--- config.mk ---
export PLATFORM = sky130hd
export DESIGN_NAME = layer_compositor
export DESIGN_NICKNAME = d
export VERILOG_FILES = /design/src/rtl/layer_compositor.sv
export SDC_FILE = /design/constraint.sdc
export NUM_CORES = 1
export LEC_CHECK = 0
export ABC_CLOCK_PERIOD_IN_PS = 3700
export CORE_UTILIZATION = 25
export CTS_CLUSTER_DIAMETER = 200
export DETAILED_ROUTE_END_ITERATION = 10
export GPL_TIMING_DRIVEN = 1
export PLACE_DENSITY_LB_ADDON = 0.3
export SLEW_MARGIN = 20
export SYNTH_ARGS = -nofsm -noshare
export SYNTH_HDL_FRONTEND = slang
export SYNTH_SLANG_ARGS = --single-unit
--- constraint.sdc ---
create_clock -name vga_clk -period 3.7 [get_ports vga_clk]
set_input_delay 0.555 -clock vga_clk [delete_from_list [all_inputs] [get_ports vga_clk]]
set_output_delay 0.555 -clock vga_clk [all_outputs]
set_load 0.02 [all_outputs]
--- src/rtl/layer_compositor.sv ---
// Two-stage layer compositor: lowest-index visible layer wins over the background,
// with per-pixel bird/obstacle collision detection and per-frame collision counting.
module layer_compositor #(
    parameter int NUM_LAYERS = 4,
    parameter int COLOR_W    = 12,
    parameter int X_W        = 10,
    parameter int Y_W        = 9
) (
    input  logic                          vga_clk,
    input  logic                          clrn,
    input  logic                          pix_valid,
    input  logic [X_W-1:0]                X_Addr,
    input  logic [Y_W-1:0]                Y_Addr,
    input  logic                          frame_start,
    input  logic [NUM_LAYERS-1:0]         layer_en,
    input  logic [NUM_LAYERS-1:0]         layer_hit,
    input  logic [NUM_LAYERS-1:0]         layer_opaque,
    input  logic [NUM_LAYERS*COLOR_W-1:0] layer_rgb,
    input  logic [COLOR_W-1:0]            bg_rgb,
    input  logic [NUM_LAYERS-1:0]         collide_mask,
    output logic [COLOR_W-1:0]            out_rgb,
    output logic                          out_valid,
    output logic [X_W-1:0]                out_X,
    output logic [Y_W-1:0]                out_Y,
    output logic                          collide,
    output logic                          collide_frame,
    output logic [7:0]                    collide_count
);

    logic [NUM_LAYERS-1:0]         vis_q;
    logic [NUM_LAYERS-1:1]         mask_q;
    logic [NUM_LAYERS*COLOR_W-1:0] rgb_q;
    logic [COLOR_W-1:0]            bg_q;
    logic [X_W-1:0]                x_q;
    logic [Y_W-1:0]                y_q;
    logic                          valid_q;
    logic                          fs_q;

    logic [COLOR_W-1:0]            sel_rgb;
    logic                          collide_d;

    // Stage 1: capture the pixel and its per-layer visibility.
    always_ff @(posedge vga_clk or negedge clrn) begin
        if (!clrn) begin
            vis_q   <= '0;
            mask_q  <= '0;
            rgb_q   <= '0;
            bg_q    <= '0;
            x_q     <= '0;
            y_q     <= '0;
            valid_q <= 1'b0;
            fs_q    <= 1'b0;
        end else begin
            vis_q   <= layer_en & layer_hit & layer_opaque;
            mask_q  <= collide_mask[NUM_LAYERS-1:1];
            rgb_q   <= layer_rgb;
            bg_q    <= bg_rgb;
            x_q     <= X_Addr;
            y_q     <= Y_Addr;
            valid_q <= pix_valid;
            fs_q    <= frame_start;
        end
    end

    // Scan from the top layer down so the lowest visible index is assigned last.
    always_comb begin
        sel_rgb = bg_q;
        for (int i = NUM_LAYERS - 1; i >= 0; i--) begin
            if (vis_q[i]) sel_rgb = rgb_q[i*COLOR_W +: COLOR_W];
        end
    end

    assign collide_d = valid_q & vis_q[0] & (|(vis_q[NUM_LAYERS-1:1] & mask_q));

    // Stage 2: outputs plus frame-level collision bookkeeping.
    always_ff @(posedge vga_clk or negedge clrn) begin
        if (!clrn) begin
            out_rgb       <= '0;
            out_valid     <= 1'b0;
            out_X         <= '0;
            out_Y         <= '0;
            collide       <= 1'b0;
            collide_frame <= 1'b0;
            collide_count <= 8'd0;
        end else begin
            out_rgb   <= valid_q ? sel_rgb : '0;
            out_valid <= valid_q;
            out_X     <= x_q;
            out_Y     <= y_q;
            collide   <= collide_d;
            if (fs_q) begin
                // Count closes out the previous frame; the flag restarts with this pixel.
                if (collide_frame && (collide_count != 8'hFF)) begin
                    collide_count <= collide_count + 8'd1;
                end
                collide_frame <= collide_d;
            end else if (collide_d) begin
                collide_frame <= 1'b1;
            end
        end
    end

endmodule

---- Word level (Yosys, flattened, before mapping) ----
Index checks and enable logic that the tools add are counted.
word-level totals
  bits in registers ....................... 130
  input bits .............................. 99
  logic and storage cells ................. 33
cells by class
  $add $sub $neg .......................... 1
  equal/unequal tests ..................... 1
  muxes and demuxes ....................... 7
  bitwise operators ....................... 5
  reduce and logical (&&, ||, !) cells .... 4
operators with widths
  kind                                                            number
  12-bit two-way mux                                              5
  8-bit by 1-bit adder with 8-bit output (second input constant)  1
  4-bit bitwise AND                                               2
  8-bit != test (second input constant)                           1
  3-bit bitwise AND                                               1
  3-bit OR reduction                                              1
  1-bit bitwise AND                                               2
  1-bit two-way mux                                               2
  2-bit AND reduction                                             1
  2-bit nonzero test                                              1
  1-bit logical AND                                               1

---- Depth between registers and ports, before layout ----
Gate-level depths: netlist of the first run.
  depth in word-level cells ............... 5
  mapped depth ............................ 4

---- Worst setup path after synthesis of the first run ----
No wires, ideal clock.
  kind .................................... register to register
  start point ............................. register collide_count[0]
  end point ............................... register collide_count[1]
  data arrival time ....................... 1.467 ns
  required time ........................... 3.572 ns
  setup slack ............................. 2.106 ns
  cell stages (with the launch flop) ...... 5
  buffers on the path ..................... 0
  path through ............................ dfrtp_1 > ha_1 > nand3_1 > o211ai_2 > mux2_1
on the way
  longest elaborated chain between the ends .. 3
  elaborated cells on any way between the ends .. 4
  classes of those cells .................. add/sub (1); eq/ne (1); reduce/logical (2)
RTL lines
  what                                                                            line  source
  start: declaration                                                              27    output logic [7:0] collide_count
  start signal: assignment                                                        94    collide_count <= collide_count + 8'd1;
  branches (longest 3 deep; another with 8-bit by 1-bit adder with 8-bit output)  -
Several ways; the timed one is not identified.
A chain may end at the register's enable or synchronous reset.

---- Final worst setup path of the first run ----
  start point ............................. register collide_count[3]
  end point ............................... output collide_count[3]
No word-level cell between the ends.

==> impl_metrics.yaml, run 1 <==
run_status:
  status: "complete, no violations"
yosys:
  synth_fp_nets: 346
  synth_area_per_cell_um2: 16.6
  synth_warnings: 0
  synth_top_area_share_pct: 79.9
  synth_edf_count: 0
  syn_inst: 246
  async_flop_share_pct: 100
  seq_area_frac_synth_pct: 79.9
  netlist_area_mm2: 0.00407
  synth-main-ff-cell: "dfrtp_1"
  ys_top_cells_by_area: "dfrtp_1 80%, mux2_4 3.3%, a21oi_1 3.2%"
  synth_top_area_cell: "dfrtp_1"
  yosysMostFrequentCell: "dfrtp_1"
  synth.distinct_cells: 29
  ys_ff_latch: 130
  synthTopCellsByCount: "130 x dfrtp_1, 26 x a21oi_1, 14 x o211ai_1"
worst_setup_path:
  crit_fanout: 8
  crit_required_ns: 3.14
  critPathMaxStageDelay_ns: 0.66
  start_kind: "flip-flop"
  cpLargestDelayFamily: "buffers and inverters"
  cp_num_buf_inv: 1
  cp_slowest_cell: "clkdlybuf4s50_1"
  worst-setup-path-type: "reg -> out"
  crit-reg2reg-launch: "vis_q[3]$_DFF_PN0_"
  crit_arrival_ns: 1.55
  path_cells: "clkdlybuf4s50_1"
  cp-end-kind: "output pin"
  crit_start: "collide_count[3]$_DFFE_PN0P_"
layout:
  num-fill-cells: 1499
  multi_input_area_um2: 766
  antenna_cells: 0
  seq_area_mm2: 0.00325
  syn_to_final_growth_pct: 55.9
  drive_gt1_share_pct: 11.5
  nNetsFinal: 497
drt:
  dr.pass1.iters: 4
  vias: 2463
  routed_via_density: 3.94
  avgRoutedWirePerCell_um: 15.0
  drc: 0
  drt_wl_total_um: 9370
  antenna_left: 0
  drtIter0Drc: 84
floorplan:
  fp.dieH_um: 130
  initial_core_util_pct: 25.6
  core_area_mm2: 0.0159
  die_w_um: 130
  placementRows: 46
  die-area_mm2: 0.0168
  io_pins: 141
global_route:
  track_usage_pct: 12.0
  grt_max_degree: 67
  grt_pass1_vias: 2603
  antenna_found_initial: 0
  grt_pass1_wl_um: 14200
  grt-ovfl-total: 0
clock_tree:
  cts_hold_buf: 0
  cts_resized: 0
  postCtsSetupBuffers: 0
  cts_sinks: 130
  root_buffer: "clkbuf_16"
  insertion_delay_ns: 0.41
  cts_tree: "yes"
  clkTransAtPathRegs_ns: 0.05
  clock_path_buffers: 2
  cts_made_buffers: 17
  htreeDepth: 4
sta:
  fin_crit_ns: 2.11
  setup_viol_count_final: 0
  drv_slew: 0
  post-route-period-util_pct: 57.0
  worst_slew_pin_slew_ns: 0.839
  fin_skew_ns: 0.00622
  tns_ns: 0
  relSlewSlack_pct: 44.1
  max_freq_mhz: 474
  holdWs_ns: 0.112
  rsz0062_at_grt: "false"
  final_hold_viol_count: 0
placement:
  port_buffers: 139
  hpwl_um: 6390
  gp_congestion: 0.753
power:
  power.density_mw_per_mm2: 571
  vdd_drop_max_mv: 0.312
  p_leak_nw: 2.67
flow_run:
  maxCapViolations: 0
min_path:
  hold_path.class: "in -> async"
state kept, by name (all words and copies together) (netlist names), 3 cells and up:
name and count:
bg_q 12, collide_count 8, mask_q 3, out_X 10, out_Y 9, out_rgb 12, rgb_q 48, vis_q 4
x_q 10, y_q 9
cell type report:
| class | count | area share (%) |
|---|---|---|
| repair buffers | 140 | 22.2 |
| multi-input cells | 105 | 12.1 |
| well taps | 216 | 4.26 |
| clock buffers | 23 | 7.68 |
| inverters | 3 | 0.177 |
| flip-flops and latches | 130 | 51.2 |
| clock inverters | 8 | 2.36 |
kinds of logic (layout without fill, tap and decap cells):
family	Yosys count	after routing	synth area share (%)
AOI/OAI and AO/OA	57	57	8.38
xor gates and xnor gates	4	4	0.860
adders and majority gates	1	1	0.307
buffers and inverters	11	174	1.35
DFF	130	130	79.9
muxes	14	14	4.70
and+or+nand+nor	29	29	4.55
through the flow:
step	setup slack, ns	std cells	power (mW)	utilization, %	area [µm²]
2_1_floorplan	2.11	246	1.65	-	4070
3_3_place_gp	1.83	594	1.87	36.0	5710
3_5_place_dp	1.81	594	1.88	36.0	5710
4_1_cts	1.56	625	3.68	40.0	6350
5_1_grt	1.53	625	3.78	40.0	6350
6_report	1.59	625	3.63	40.0	6350
layer usage:
layer	global-route usage, %	share of wire (%)	vias to the layer above
li1	-	-	1159
met1	15.0	44	1210
met2	17.6	47	79
met3	5.24	6.4	15
met4	5.75	1.8	0
met5	0	0	-
layout by cell type (no fill, tap or decap), types with 3 or more instances in the layout:
| cell | synthesis | final |
|---|---|---|
| clkdlybuf4s50_1 | 0 | 138 |
| dfrtp_1 | 130 | 130 |
| a21oi_1 | 26 | 26 |
| clkbuf_16 | 0 | 17 |
| o211ai_1 | 14 | 14 |
| nand2b_1 | 12 | 12 |
| o21ai_0 | 12 | 12 |
| mux2_4 | 9 | 9 |
| and3_1 | 5 | 5 |
| xnor2_1 | 4 | 4 |
| clkbuf_8 | 0 | 4 |
| bufinv_16 | 0 | 4 |
| inv_1 | 3 | 3 |
| mux2_2 | 3 | 3 |
| nand2_1 | 3 | 3 |
report_power, final:
part | leakage, nW | total (mW) | internal [mW] | switching [mW]
Sequential | 1.56 | 1.55 | 1.50 | 0.0442
Clock | 0.309 | 1.78 | 1.20 | 0.585
Combinational | 0.805 | 0.301 | 0.178 | 0.123
worst paths after layout:
kind                                              to  slack, ns  cells after the start
worst max-delay path                collide_count[3]       1.59                      1
worst min-delay path             rgb_q[17]$_DFF_PN0_       0.11                      1
worst max register to register  out_rgb[0]$_DFF_PN0_       1.83                      3
worst min register to register    out_Y[6]$_DFF_PN0_       0.35                      0
max in group asynchronous         bg_q[10]$_DFF_PN0_       2.75                      2
min in group vga_clk              out_Y[6]$_DFF_PN0_       0.35                      0
No activity file was read; power rests on OpenSTA's default activity.
==> run 2, diff against run 1 <==
Settings changed: ABC_CLOCK_PERIOD_IN_PS 3700 to 2200.
Clock period 3.7 ns to 2.2 ns, I/O delays scaled along.
==> impl_metrics.yaml, run 2 (synthesis results as in run 1) <==
floorplan:
  placementRows: 46
  fp.dieH_um: 130
  core_area_mm2: 0.0159
  die-area_mm2: 0.0168
  io_pins: 141
  die_w_um: 130
  initial_core_util_pct: 25.6
placement:
  port_buffers: 139
  hpwl_um: 6340
  gp_congestion: 0.748
  placed_area_mm2: 0.00574
drt:
  avgRoutedWirePerCell_um: 14.5
  routed_via_density: 3.94
  wl_met2_um: 4350
  drt-met1-wl_um: 4010
  dr_wl_met3_um: 553
  antenna_left: 0
  dr.pass1.iters: 4
  top_layer: "met4"
  drtIter0Drc: 104
  vias: 2480
  drt_wl_total_um: 9110
  drc: 0
clock_tree:
  postCtsSetupBuffers: 0
  root_buffer: "clkbuf_16"
  cts_hold_buf: 1
  htreeDepth: 4
  clock_path_buffers: 2
  cts_made_buffers: 17
  clkTransAtPathRegs_ns: 0.05
  cts_tree: "yes"
  insertion_delay_ns: 0.41
  cts_resized: 0
  cts_sinks: 130
worst_setup_path:
  worst-setup-path-type: "reg -> out"
  cp-end-kind: "output pin"
  crit_arrival_ns: 1.54
  start_kind: "flip-flop"
  cpLargestDelayFamily: "buffers and inverters"
  crit-reg2reg-launch: "vis_q[3]$_DFF_PN0_"
  crit_fanout: 8
  cp_slowest_cell: "clkdlybuf4s50_1"
  crit_required_ns: 1.87
  critPathMaxStageDelay_ns: 0.66
  cp_num_buf_inv: 1
  crit_start: "collide_count[3]$_DFFE_PN0P_"
  path_cells: "clkdlybuf4s50_1"
run_status:
  status: "complete, no violations"
min_path:
  hold_path.class: "in -> async"
global_route:
  grt_pass1_vias: 2628
  grt-ovfl-total: 0
  track_usage_pct: 11.8
  antenna_found_initial: 0
  grt_pass1_wl_um: 14000
  grt_max_degree: 63
layout:
  drive_gt1_share_pct: 12.1
  regMostFlops: "rgb_q"
  largestRegisters: "rgb_q x48, bg_q x12, out_rgb x12"
  syn_to_final_growth_pct: 55.8
  most-common-layout-cells: "138 x clkdlybuf4s50_1, 130 x dfrtp_1, 26 x a21oi_1, 17 x clkbuf_16, 14 x o211ai_1"
  final_common_cell: "clkdlybuf4s50_1"
  largest_reg_flops: 48
  design_area_mm2: 0.00635
  nNetsFinal: 500
  antenna_cells: 0
sta:
  relSlewSlack_pct: 47.7
  holdWs_ns: 0.286
  max_freq_mhz: 536
  tns_ns: 0
  fin_crit_ns: 1.87
  worst_slew_pin_slew_ns: 0.784
  drv_slew: 0
  rsz0062_at_grt: "false"
  post-route-period-util_pct: 84.8
  setup_viol_count_final: 0
  fin_skew_ns: 0.00522
  final_hold_viol_count: 0
power:
  power.density_mw_per_mm2: 934
  p_leak_nw: 2.67
  vdd_drop_max_mv: 0.503
flow_run:
  maxCapViolations: 0
[run 2: path summary, 6_finish.rpt]
| kind | end | slack (ns) | cells after the start |
|---|---|---|---|
| worst max-delay path | collide_count[3] | 0.33 | 1 |
| worst min-delay path | out_rgb[5]$_DFF_PN0_ | 0.29 | 2 |
| worst max register to register | out_rgb[8]$_DFF_PN0_ | 0.45 | 4 |
| worst min register to register | out_X[1]$_DFF_PN0_ | 0.34 | 0 |
| max in group asynchronous | out_X[9]$_DFF_PN0_ | 1.38 | 3 |
| min in group vga_clk | out_X[1]$_DFF_PN0_ | 0.34 | 0 |
[run 2: per-layer routing]
layer / vias to the layer above / track usage [%]
met5: - / 0
met4: 0 / 6.22
met3: 11 / 4.67
met2: 81 / 17.7
met1: 1219 / 14.5
li1: 1169 / -
[run 2: where the power goes]
group	leakage [nW]	internal [mW]	total, mW	switching [mW]
registers	1.56	2.52	2.60	0.0740
logic	0.824	0.305	0.514	0.210
clock network	0.292	1.83	2.81	0.984
total	2.67	4.66	5.92	1.27
[run 2: area by class of cell]
cell class              instances  area, µm²
repair buffers                143       1450
multi-input cells             105        766
clock buffers                  21        460
clock inverters                11        135
well taps                     216        270
inverters                       3       11.3
flip-flops and latches        130       3250
fillers                      1500       9540
[run 2: metrics by stage]
step           total power, mW  util (%)  setup WS (ns)  instances
2_1_floorplan             2.78         -          0.606        246
3_3_place_gp              3.16      36.1          0.445        596
3_5_place_dp              3.16      36.1          0.445        596
4_1_cts                   6.01      39.9          0.306        629
5_1_grt                   6.18      39.9          0.271        629
6_report                  5.92      39.9          0.334        629
==> run 3, diff against run 2 <==
Settings changed: ABC_CLOCK_PERIOD_IN_PS 2200 to 1600.
Clock period 2.2 ns to 1.6 ns, I/O delays scaled along.
==> impl_metrics.yaml, run 3 (synthesis results as in run 1) <==
worst_setup_path:
  critPathMaxStageDelay_ns: 0.48
  cp_num_buf_inv: 1
  path_cells: "dlygate4sd2_1"
  crit_required_ns: 1.36
  worst-setup-path-type: "reg -> out"
  cpLargestDelayFamily: "flip-flops"
  crit_fanout: 8
  start_kind: "flip-flop"
  crit_arrival_ns: 1.26
  cp_slowest_cell: "dfrtp_1"
  cp-end-kind: "output pin"
global_route:
  grt_pass1_vias: 2663
  grt-ovfl-total: 0
  track_usage_pct: 12.1
  grt_pass1_wl_um: 14500
  grt_max_degree: 47
  antenna_found_initial: 0
clock_tree:
  clock_path_buffers: 2
  root_buffer: "clkbuf_16"
  insertion_delay_ns: 0.41
  cts_made_buffers: 17
  postCtsSetupBuffers: 0
  clkTransAtPathRegs_ns: 0.06
  htreeDepth: 4
  cts_tree: "yes"
  cts_sinks: 130
floorplan:
  io_pins: 141
  placementRows: 46
  fp.dieH_um: 130
  die-area_mm2: 0.0168
  core_area_mm2: 0.0159
  initial_core_util_pct: 25.6
  die_w_um: 130
drt:
  drt_wl_total_um: 9450
  drtIter0Drc: 69
  antenna_left: 0
  drc: 0
  dr.pass1.iters: 4
  avgRoutedWirePerCell_um: 14.9
  vias: 2486
  routed_via_density: 3.91
power:
  cellInternalPower_mw: 6.46
  p_leak_nw: 2.88
  p_sw_share_pct: 21.8
  clkPwrFrac_pct: 48.6
  combPwrFrac_pct: 8.4
  switchingPower_mw: 1.80
  power.density_mw_per_mm2: 1290
  pwr-share-seq_pct: 43.0
  vdd_drop_max_mv: 0.711
layout:
  nNetsFinal: 506
  antenna_cells: 0
  largest_reg_flops: 48
  final_common_cell: "dfrtp_1"
  regMostFlops: "rgb_q"
  largestRegisters: "rgb_q x48, bg_q x12, out_rgb x12"
  design_area_mm2: 0.00640
  drive_gt1_share_pct: 13.4
  most-common-layout-cells: "130 x dfrtp_1, 96 x clkdlybuf4s50_1, 35 x dlygate4sd2_1, 26 x a21oi_1, 17 x clkbuf_16"
  syn_to_final_growth_pct: 57.1
sta:
  relSlewSlack_pct: 67.3
  tns_ns: 0
  fin_crit_ns: 1.50
  final_hold_viol_count: 0
  drv_slew: 0
  max_freq_mhz: 666
  post-route-period-util_pct: 93.8
  worst_slew_pin_slew_ns: 0.491
  fin_skew_ns: 0.00642
  setup_viol_count_final: 0
  rsz0062_at_grt: "false"
  holdWs_ns: 0.262
placement:
  hpwl_um: 6670
  port_buffers: 139
  gp_congestion: 0.770
  placed_area_mm2: 0.00580
min_path:
  hold_path.class: "in -> reg"
flow_run:
  maxCapViolations: 0
run_status:
  status: "complete, no violations"
==> run 3: worst paths after layout <==
path	startpoint	to	slack [ns]	depth (start not counted)
hold reg to reg	x_q[6]$_DFF_PN0_	out_X[6]$_DFF_PN0_	0.34	0
setup / recovery	collide_count[3]$_DFFE_PN0P_	collide_count[3]	0.1	1
min in group asynchronous	clrn	rgb_q[17]$_DFF_PN0_	0.33	2
setup reg to reg	vis_q[3]$_DFF_PN0_	out_rgb[5]$_DFF_PN0_	0.11	4
hold / removal	X_Addr[0]	x_q[0]$_DFF_PN0_	0.26	1
max in group asynchronous	clrn	out_X[4]$_DFF_PN0_	0.70	3
==> run 3: power by group through the flow <==
stage | registers [mW] | logic (mW) | clock network [mW]
5_1_grt | 3.57 | 0.751 | 4.27
3_5_place_dp | 3.61 | 0.750 | 0
3_3_place_gp | 3.61 | 0.739 | 0
4_1_cts | 3.55 | 0.712 | 4.13
2_1_floorplan | 3.68 | 0.136 | 0
6_report | 3.55 | 0.692 | 4.01
==> run 3: layout make-up <==
cell class,count,area [µm²]
Tap cell,216,270
Fill cell,1509,9480
Timing Repair Buffer,149,1480
Clock buffer,19,433
Multi-Input combinational cell,105,766
Inverter,3,11.3
Sequential cell,130,3250
Clock inverter,13,186
==> run 3: metal layers <==
metal / global-route usage [%] / up-vias / wire length [µm]
met5: 0 / - / 0
met4: 5.75 / 0 / 137
met3: 5.20 / 10 / 642
met2: 18.3 / 79 / 4590
met1: 15.0 / 1220 / 4070
li1: - / 1177 / -
==> run 3: what timing repair did <==
item	4_1_cts	5_1_grt
hold buffers	1	0
gates resized for setup	35	7
endpoints found under the hold margin	43	0
setup endpoints to repair	35	7
==> run 3: per-stage QoR <==
stage / worst slack, ns / power (mW) / util, % / std cells
after CTS: 0.00141 / 8.39 / 40.2 / 635
after detailed placement: 0.106 / 4.36 / 36.5 / 602
after global placement: 0.133 / 4.35 / 36.5 / 602
final: 0.0993 / 8.25 / 40.3 / 635
after floorplan: 0.00560 / 3.82 / - / 246
after global routing: 0.0177 / 8.59 / 40.3 / 635
